### src/rtl/memory_matrix_pkg.sv
// -----------------------------------------------------------------------------
// memory_matrix_pkg
// Shared constants and types for the Memory Matrix play datapath.
//   BOARD_W / IDX_W   : board size and tile index width (also used by the
//                       guess-check, guess-counter and display stages)
//   MAX_TILES         : upper clamp on the requested lit-tile count
//   LFSR_W / SEED     : LFSR width and reset value (non-zero)
//   LFSR_TAP_MASK     : feedback taps for x^16+x^14+x^13+x^11+1 in the
//                       right-shifting Fibonacci form (bits 0,2,3,5)
//   bg_state_e        : board generator FSM encoding
// Helpers: lfsr_next() (one LFSR step), clamp_target() (tile count clamp).
// -----------------------------------------------------------------------------
package memory_matrix_pkg;

  localparam int          BOARD_W       = 8;
  localparam int          IDX_W         = 3;
  localparam int          LFSR_W        = 16;
  localparam logic [3:0]  MAX_TILES     = 4'd7;
  localparam logic [15:0] SEED          = 16'hACE1;
  localparam logic [15:0] LFSR_TAP_MASK = 16'h002D;

  typedef enum logic [1:0] {
    IDLE   = 2'd0,
    CLEAR  = 2'd1,
    PLACE  = 2'd2,
    FINISH = 2'd3
  } bg_state_e;

  // One LFSR step: XOR of the tapped bits enters at the MSB while the
  // register shifts towards bit 0.
  function automatic logic [15:0] lfsr_next(input logic [15:0] q);
    logic fb;
    fb = ^(q & LFSR_TAP_MASK);
    return {fb, q[15:1]};
  endfunction

  // Zero requests still light one tile; anything above MAX_TILES is cut
  // back so that placement can always terminate on an 8-tile board.
  function automatic logic [3:0] clamp_target(input logic [3:0] n);
    logic [3:0] t;
    if (n == 4'd0) begin
      t = 4'd1;
    end else if (n > MAX_TILES) begin
      t = MAX_TILES;
    end else begin
      t = n;
    end
    return t;
  endfunction

endpackage

### src/rtl/board_generator_if.sv
// -----------------------------------------------------------------------------
// board_generator_if
// Request/result bundle between the player-input side and the board
// generator.
//   start        : level request, acted on at its rising edge
//   num_tiles    : requested lit-tile count, sampled on the accepted edge
//   board        : solution board, 1 = lit tile
//   busy         : generation in progress
//   done         : one-cycle pulse when the board is final
//   tiles_placed : tiles placed in the current/last generation
// Modports: master drives the request, slave (the generator) drives results.
// -----------------------------------------------------------------------------
interface board_generator_if;
  import memory_matrix_pkg::*;

  logic               start;
  logic [3:0]         num_tiles;
  logic [BOARD_W-1:0] board;
  logic               busy;
  logic               done;
  logic [3:0]         tiles_placed;

  modport master (
    output start,
    output num_tiles,
    input  board,
    input  busy,
    input  done,
    input  tiles_placed
  );

  modport slave (
    input  start,
    input  num_tiles,
    output board,
    output busy,
    output done,
    output tiles_placed
  );

endinterface

### src/rtl/board_generator_lfsr16.sv
// -----------------------------------------------------------------------------
// lfsr16
// Free-running 16-bit Fibonacci LFSR (x^16+x^14+x^13+x^11+1). It advances on
// every clock outside reset, so the value seen at any moment depends on when
// the player pressed the key.
// Ports:
//   clk   : system clock
//   reset : synchronous, active-low; loads INIT
//   q     : current LFSR value
// -----------------------------------------------------------------------------
module lfsr16
  import memory_matrix_pkg::*;
#(
  parameter logic [15:0] INIT = SEED
) (
  input  logic        clk,
  input  logic        reset,
  output logic [15:0] q
);

  logic [15:0] q_r;

  // LFSR register: reload on reset, otherwise step every cycle. The all-zero
  // lock-up state is unreachable from a non-zero seed; if an upset ever puts
  // the register there, reload the seed rather than stall placement forever.
  always_ff @(posedge clk) begin
    if (!reset) begin
      q_r <= INIT;
    end else if (q_r == 16'h0000) begin
      q_r <= INIT;
    end else begin
      q_r <= lfsr_next(q_r);
    end
  end

  assign q = q_r;

endmodule

### src/rtl/board_generator.sv
// -----------------------------------------------------------------------------
// board_generator
// Builds a random BOARD_W-tile solution board with exactly the clamped
// number of lit tiles. A rising edge on start (while idle) latches the
// target, clears the working board, then lights one tile per cycle at the
// index given by the low LFSR bits, retrying on collisions. When the target
// is reached the working board is copied to the visible board and done
// pulses for one cycle.
// Ports:
//   clk   : system clock
//   reset : synchronous, active-low; aborts any generation, board reads 0
//   bus   : board_generator_if.slave (start, num_tiles in; board, busy,
//           done, tiles_placed out)
// -----------------------------------------------------------------------------
module board_generator
  import memory_matrix_pkg::*;
(
  input  logic               clk,
  input  logic               reset,
  board_generator_if.slave   bus
);

  bg_state_e          state_r;
  bg_state_e          state_next_s;

  logic [15:0]        lfsr_s;
  logic [IDX_W-1:0]   idx_s;
  logic               unused_lfsr_hi_s;

  logic               start_q_r;
  logic               accept_s;
  logic [3:0]         target_r;
  logic [BOARD_W-1:0] work_r;
  logic [BOARD_W-1:0] board_r;
  logic [3:0]         tiles_r;
  logic [3:0]         tiles_inc_s;
  logic               slot_free_s;
  logic               busy_r;
  logic               done_r;

  logic               clear_s;
  logic               place_s;
  logic               load_board_s;
  logic               busy_next_s;
  logic               done_next_s;

  lfsr16 #(
    .INIT (SEED)
  ) u_lfsr (
    .clk   (clk),
    .reset (reset),
    .q     (lfsr_s)
  );

  assign idx_s            = lfsr_s[IDX_W-1:0];
  assign unused_lfsr_hi_s = ^lfsr_s[15:IDX_W];

  // Only a fresh rising edge seen while idle starts a generation; edges in
  // other states are dropped, never queued.
  assign accept_s    = bus.start & ~start_q_r & (state_r == IDLE);
  assign slot_free_s = ~work_r[idx_s];
  assign tiles_inc_s = tiles_r + 4'd1;

  // FSM state register.
  always_ff @(posedge clk) begin
    if (!reset) begin
      state_r <= IDLE;
    end else begin
      state_r <= state_next_s;
    end
  end

  // FSM next-state logic. PLACE ends on the cycle whose placement brings
  // the count up to the target; a collision simply stays in PLACE.
  always_comb begin
    state_next_s = state_r;
    case (state_r)
      IDLE: begin
        if (accept_s) begin
          state_next_s = CLEAR;
        end else begin
          state_next_s = IDLE;
        end
      end
      CLEAR: begin
        state_next_s = PLACE;
      end
      PLACE: begin
        if (slot_free_s && (tiles_inc_s == target_r)) begin
          state_next_s = FINISH;
        end else begin
          state_next_s = PLACE;
        end
      end
      FINISH: begin
        state_next_s = IDLE;
      end
      default: begin
        state_next_s = IDLE;
      end
    endcase
  end

  // FSM output decode. busy/done are registered from the next state so that
  // they line up with the state the FSM is actually in.
  always_comb begin
    clear_s      = 1'b0;
    place_s      = 1'b0;
    load_board_s = 1'b0;
    case (state_r)
      IDLE: begin
        clear_s = 1'b0;
      end
      CLEAR: begin
        clear_s = 1'b1;
      end
      PLACE: begin
        if (slot_free_s) begin
          place_s = 1'b1;
        end else begin
          place_s = 1'b0;
        end
      end
      FINISH: begin
        load_board_s = 1'b1;
      end
      default: begin
        clear_s = 1'b0;
      end
    endcase
    busy_next_s = (state_next_s == CLEAR) || (state_next_s == PLACE);
    done_next_s = (state_next_s == FINISH);
  end

  // Datapath registers: start edge detector, target latch, working board,
  // placement counter, visible board and the registered status outputs.
  always_ff @(posedge clk) begin
    if (!reset) begin
      start_q_r <= 1'b0;
      target_r  <= 4'd0;
      work_r    <= {BOARD_W{1'b0}};
      tiles_r   <= 4'd0;
      board_r   <= {BOARD_W{1'b0}};
      busy_r    <= 1'b0;
      done_r    <= 1'b0;
    end else begin
      start_q_r <= bus.start;
      busy_r    <= busy_next_s;
      done_r    <= done_next_s;
      if (accept_s) begin
        target_r <= clamp_target(bus.num_tiles);
      end
      if (clear_s) begin
        work_r  <= {BOARD_W{1'b0}};
        tiles_r <= 4'd0;
      end else if (place_s) begin
        work_r[idx_s] <= 1'b1;
        tiles_r       <= tiles_inc_s;
      end
      // The visible board only ever takes a complete working board.
      if (load_board_s) begin
        board_r <= work_r;
      end
    end
  end

  assign bus.board        = board_r;
  assign bus.busy         = busy_r;
  assign bus.done         = done_r;
  assign bus.tiles_placed = tiles_r;

endmodule

### src/flat_wrapper.sv
// flat-port wrapper written by rule: the top's interface ports become plain ports
module board_generator_flat import memory_matrix_pkg::*;
  (clk, reset, bus_start, bus_num_tiles, bus_board, bus_busy, bus_done, bus_tiles_placed);
  board_generator_if bus_i ();
  input  logic clk;
  input  logic reset;
  input wire logic [$bits(bus_i.start)-1:0] bus_start;
  input wire logic [$bits(bus_i.num_tiles)-1:0] bus_num_tiles;
  output wire logic [$bits(bus_i.board)-1:0] bus_board;
  output wire logic [$bits(bus_i.busy)-1:0] bus_busy;
  output wire logic [$bits(bus_i.done)-1:0] bus_done;
  output wire logic [$bits(bus_i.tiles_placed)-1:0] bus_tiles_placed;
  assign bus_i.start = bus_start;
  assign bus_i.num_tiles = bus_num_tiles;
  assign bus_board = bus_i.board;
  assign bus_busy = bus_i.busy;
  assign bus_done = bus_i.done;
  assign bus_tiles_placed = bus_i.tiles_placed;
  board_generator u_core (.clk(clk), .reset(reset), .bus(bus_i));
endmodule
### config.mk
export PLATFORM = sky130hd
export DESIGN_NAME = board_generator_flat
export DESIGN_NICKNAME = d
export VERILOG_FILES = /design/src/rtl/memory_matrix_pkg.sv /design/src/rtl/board_generator_if.sv /design/src/rtl/board_generator_lfsr16.sv /design/src/rtl/board_generator.sv /design/src/flat_wrapper.sv
export SDC_FILE = /design/constraint.sdc
export NUM_CORES = 1
export LEC_CHECK = 0
export CORE_ASPECT_RATIO = 2
export CORE_MARGIN = 5
export CORE_UTILIZATION = 55
export CTS_BUF_LIST = sky130_fd_sc_hd__clkbuf_16
export CTS_CLUSTER_DIAMETER = 100
export CTS_CLUSTER_SIZE = 8
export DETAILED_ROUTE_END_ITERATION = 16
export PLACE_DENSITY = 0.74
export SYNTH_ARGS = -nofsm -noshare
export SYNTH_HDL_FRONTEND = slang
export SYNTH_HIERARCHICAL = 1
export SYNTH_SLANG_ARGS = --single-unit
### constraint.sdc
create_clock -name clk -period 2.6 [get_ports clk]
set_input_delay 0.52 -clock clk [delete_from_list [all_inputs] [get_ports clk]]
set_output_delay 0.52 -clock clk [all_outputs]
set_load 0.03 [all_outputs]
==> metrics.csv <==
metric,value,unit
row count,30,
# Post-CTS Setup Buffers,0,
Post-DRT Antenna Nets,0,
Final period util,75.4,%
routed vias,1300,
DR pass1 iterations,4,
post-synthesis sequential area ratio,47.7,%
hpwl dp,2690,um
total core area,3340,sq um
GPL Wtd Cong,0.844,
port bufs,20,
Final Setup Violations,0,
synthesized area,1890,sq um
worst hold stages,1,
Tightest Hold Check Type,reg2reg,
Required @ worst endpoint,2780,ps
Synth Register Bits,45,
Power Density,666,nW/um^2
Post-synth EDFFs,0,
DRC,0,
Routed wire per std cell,15.0,um
GRT Util Overall,17.3,%
clock buffer depth,2,
Ys Warns,6,
Crit Path Max Fanout,6,
Worst slew margin,69.2,%
FF-to-FF path depth,7,
final worst path period need,1960,ps
Startpoint Class,flip-flop,
run status,completed,
fin. max-slew vios,0,
Crit. End Element,flip-flop,
Max Freq,510,MHz
Worst-path clk slew,60,ps
CTS root buf,clkbuf_16,
pin count of the biggest net entering global routing,15,
"commonest non-fill, non-tap cell in the layout",dfxtp_1,
dpl cells,225,
Mapped Cells,175,
die footprint,4780,sq um
data arrival time of the worst path,2140,ps
largest cells by area after synthesis,"dfxtp_1, mux2i_1, ha_1, and2_1, a32o_1",
drt first-iter violations,29,
syn nets,190,
TritonCTS sink count,45,
Async SR Flop Fraction,0,%
H-Tree Depth,2,
max-cap viol count,0,
worst reg2reg path startpoint,u_core/bus.tiles_placed[0],
most frequent cells in the layout,"dfxtp_1, clkdlybuf4s50_1, mux2i_1",
Slew @ Worst Pin,463,ps
gr ovfl total,0,
Peak VDD IR,559,uV
Non-Filler Instances,233,
ys flop type,dfxtp_1,
"Clk Latency, worst-skew pair",290,ps
Vias/cell,5.58,
cell taking the most area after synthesis,dfxtp_1,
die height,92.9,um
Critical Path Start,u_core/bus.tiles_placed[0],
Final Skew,4.70,ps
Total Wirelength,3490,um
share of cells above drive strength 1,10.4,%
CTS tree,yes,
synth-to-layout area growth,19.7,%
worst setup path category,reg2reg,
unrepaired setup endpoints after global routing,false,
first-pass GRT wire length,6160,um
min-delay src,u_core/u_lfsr/q[12],
top cell type's share of synthesized area,47.7,%
vias in the first global route,1388,
CTS Hold Buffers Added,0,
Setup TNS,0,ps
initial core utilization,56.6,%
IO Count,21,
Die W,51.4,um
Cell variety after synth,37,
endpoints failing hold,0,
clock buffer count from CTS,5,
leakage dissipation,0.868,nW
Syn Area/Cell,10.8,sq um
initial antenna violation count,0,
ANT cells,0,
CTS resizes,0,
Layout Nets,215,
## flip-flops by register name (all words and copies together) (netlist names)
register and flops:
u_core/u_lfsr/q 16, u_core/bus.board 8, u_core/work_r 8, u_core/bus.tiles_placed 4
u_core/target_r 4, u_core/state_r 2, u_core/bus.busy 1, u_core/bus.done 1
u_core/start_q_r 1
## worst paths after layout
kind,slack [ps],end
worst min register to register,460,u_core/u_lfsr/q[11]
worst max register to register,640,u_core/bus.busy
worst min-delay path,460,u_core/u_lfsr/q[11]
worst max-delay path,640,u_core/bus.busy
## area by class of cell
class | count | area (sq um)
multi-input combinational | 116 | 913
inverter | 7 | 26.3
fill | 239 | 1080
clock buffer | 5 | 125
sequential | 45 | 901
tap | 32 | 40.0
clock inverter | 3 | 17.5
timing repair buffer | 25 | 238
## cells by family after synthesis
logic type               share of synthesized area [%]
flip-flops                                        47.7
buffers and inverters                             3.97
AND/OR/NAND/NOR                                   20.3
multiplexers                                      7.95
XOR/XNOR                                          3.71
adder cells (fa/ha/maj)                           5.30
AO/OA/AOI/OAI                                     11.1
## critical path, cell delays in order (launching register included)
cell and delay [ps]:
dfxtp_1 360, ha_1 240, xnor2_1 140, xnor2_1 130, nor4_1 390, a32o_1 230, ha_1 220, and2_1 150
## per-stage QoR
step / utilization, % / setup WS [ps] / total power (W) / instance area [sq um] / hold WS, ps
2_1_floorplan: - / 601 / 0.000866 / 1890 / 410
3_3_place_gp: 63.4 / 675 / 0.000915 / 2120 / 439
3_5_place_dp: 63.4 / 639 / 0.000922 / 2120 / 439
4_1_cts: 67.7 / 619 / 0.00153 / 2260 / 463
5_1_grt: 67.7 / 529 / 0.00157 / 2260 / 478
6_report: 67.7 / 640 / 0.00151 / 2260 / 456
## power breakdown
group	internal (W)	switching [W]
clock	0.000352	0.000247
sequential	0.000723	0.0000274
combinational	0.0000757	0.0000800
## per-layer routing
metal / up-vias / wire length [um] / track usage (%)
met5: - / 0 / 0
met4: 0 / 114 / 10.1
met3: 9 / 95 / 4.51
met2: 18 / 1960 / 30.9
met1: 621 / 1320 / 17.1
li1: 652 / - / -
## synthesized netlist by cell type (2+ instances only)
master,n
a32o_1,6
buf_2,3
nor3_1,3
ha_1,8
buf_6,2
dfxtp_1,45
nand2_1,10
o21ai_2,2
nor3b_1,2
or2b_1,7
inv_1,7
xor2_1,2
and2_1,12
nand3_1,2
nor4_2,2
nor2_1,8
mux2i_1,15
a211oi_1,2
o211a_1,3
nand2b_1,5
xnor2_1,6
nor2b_1,8
Power figures use the tool's default switching activity.
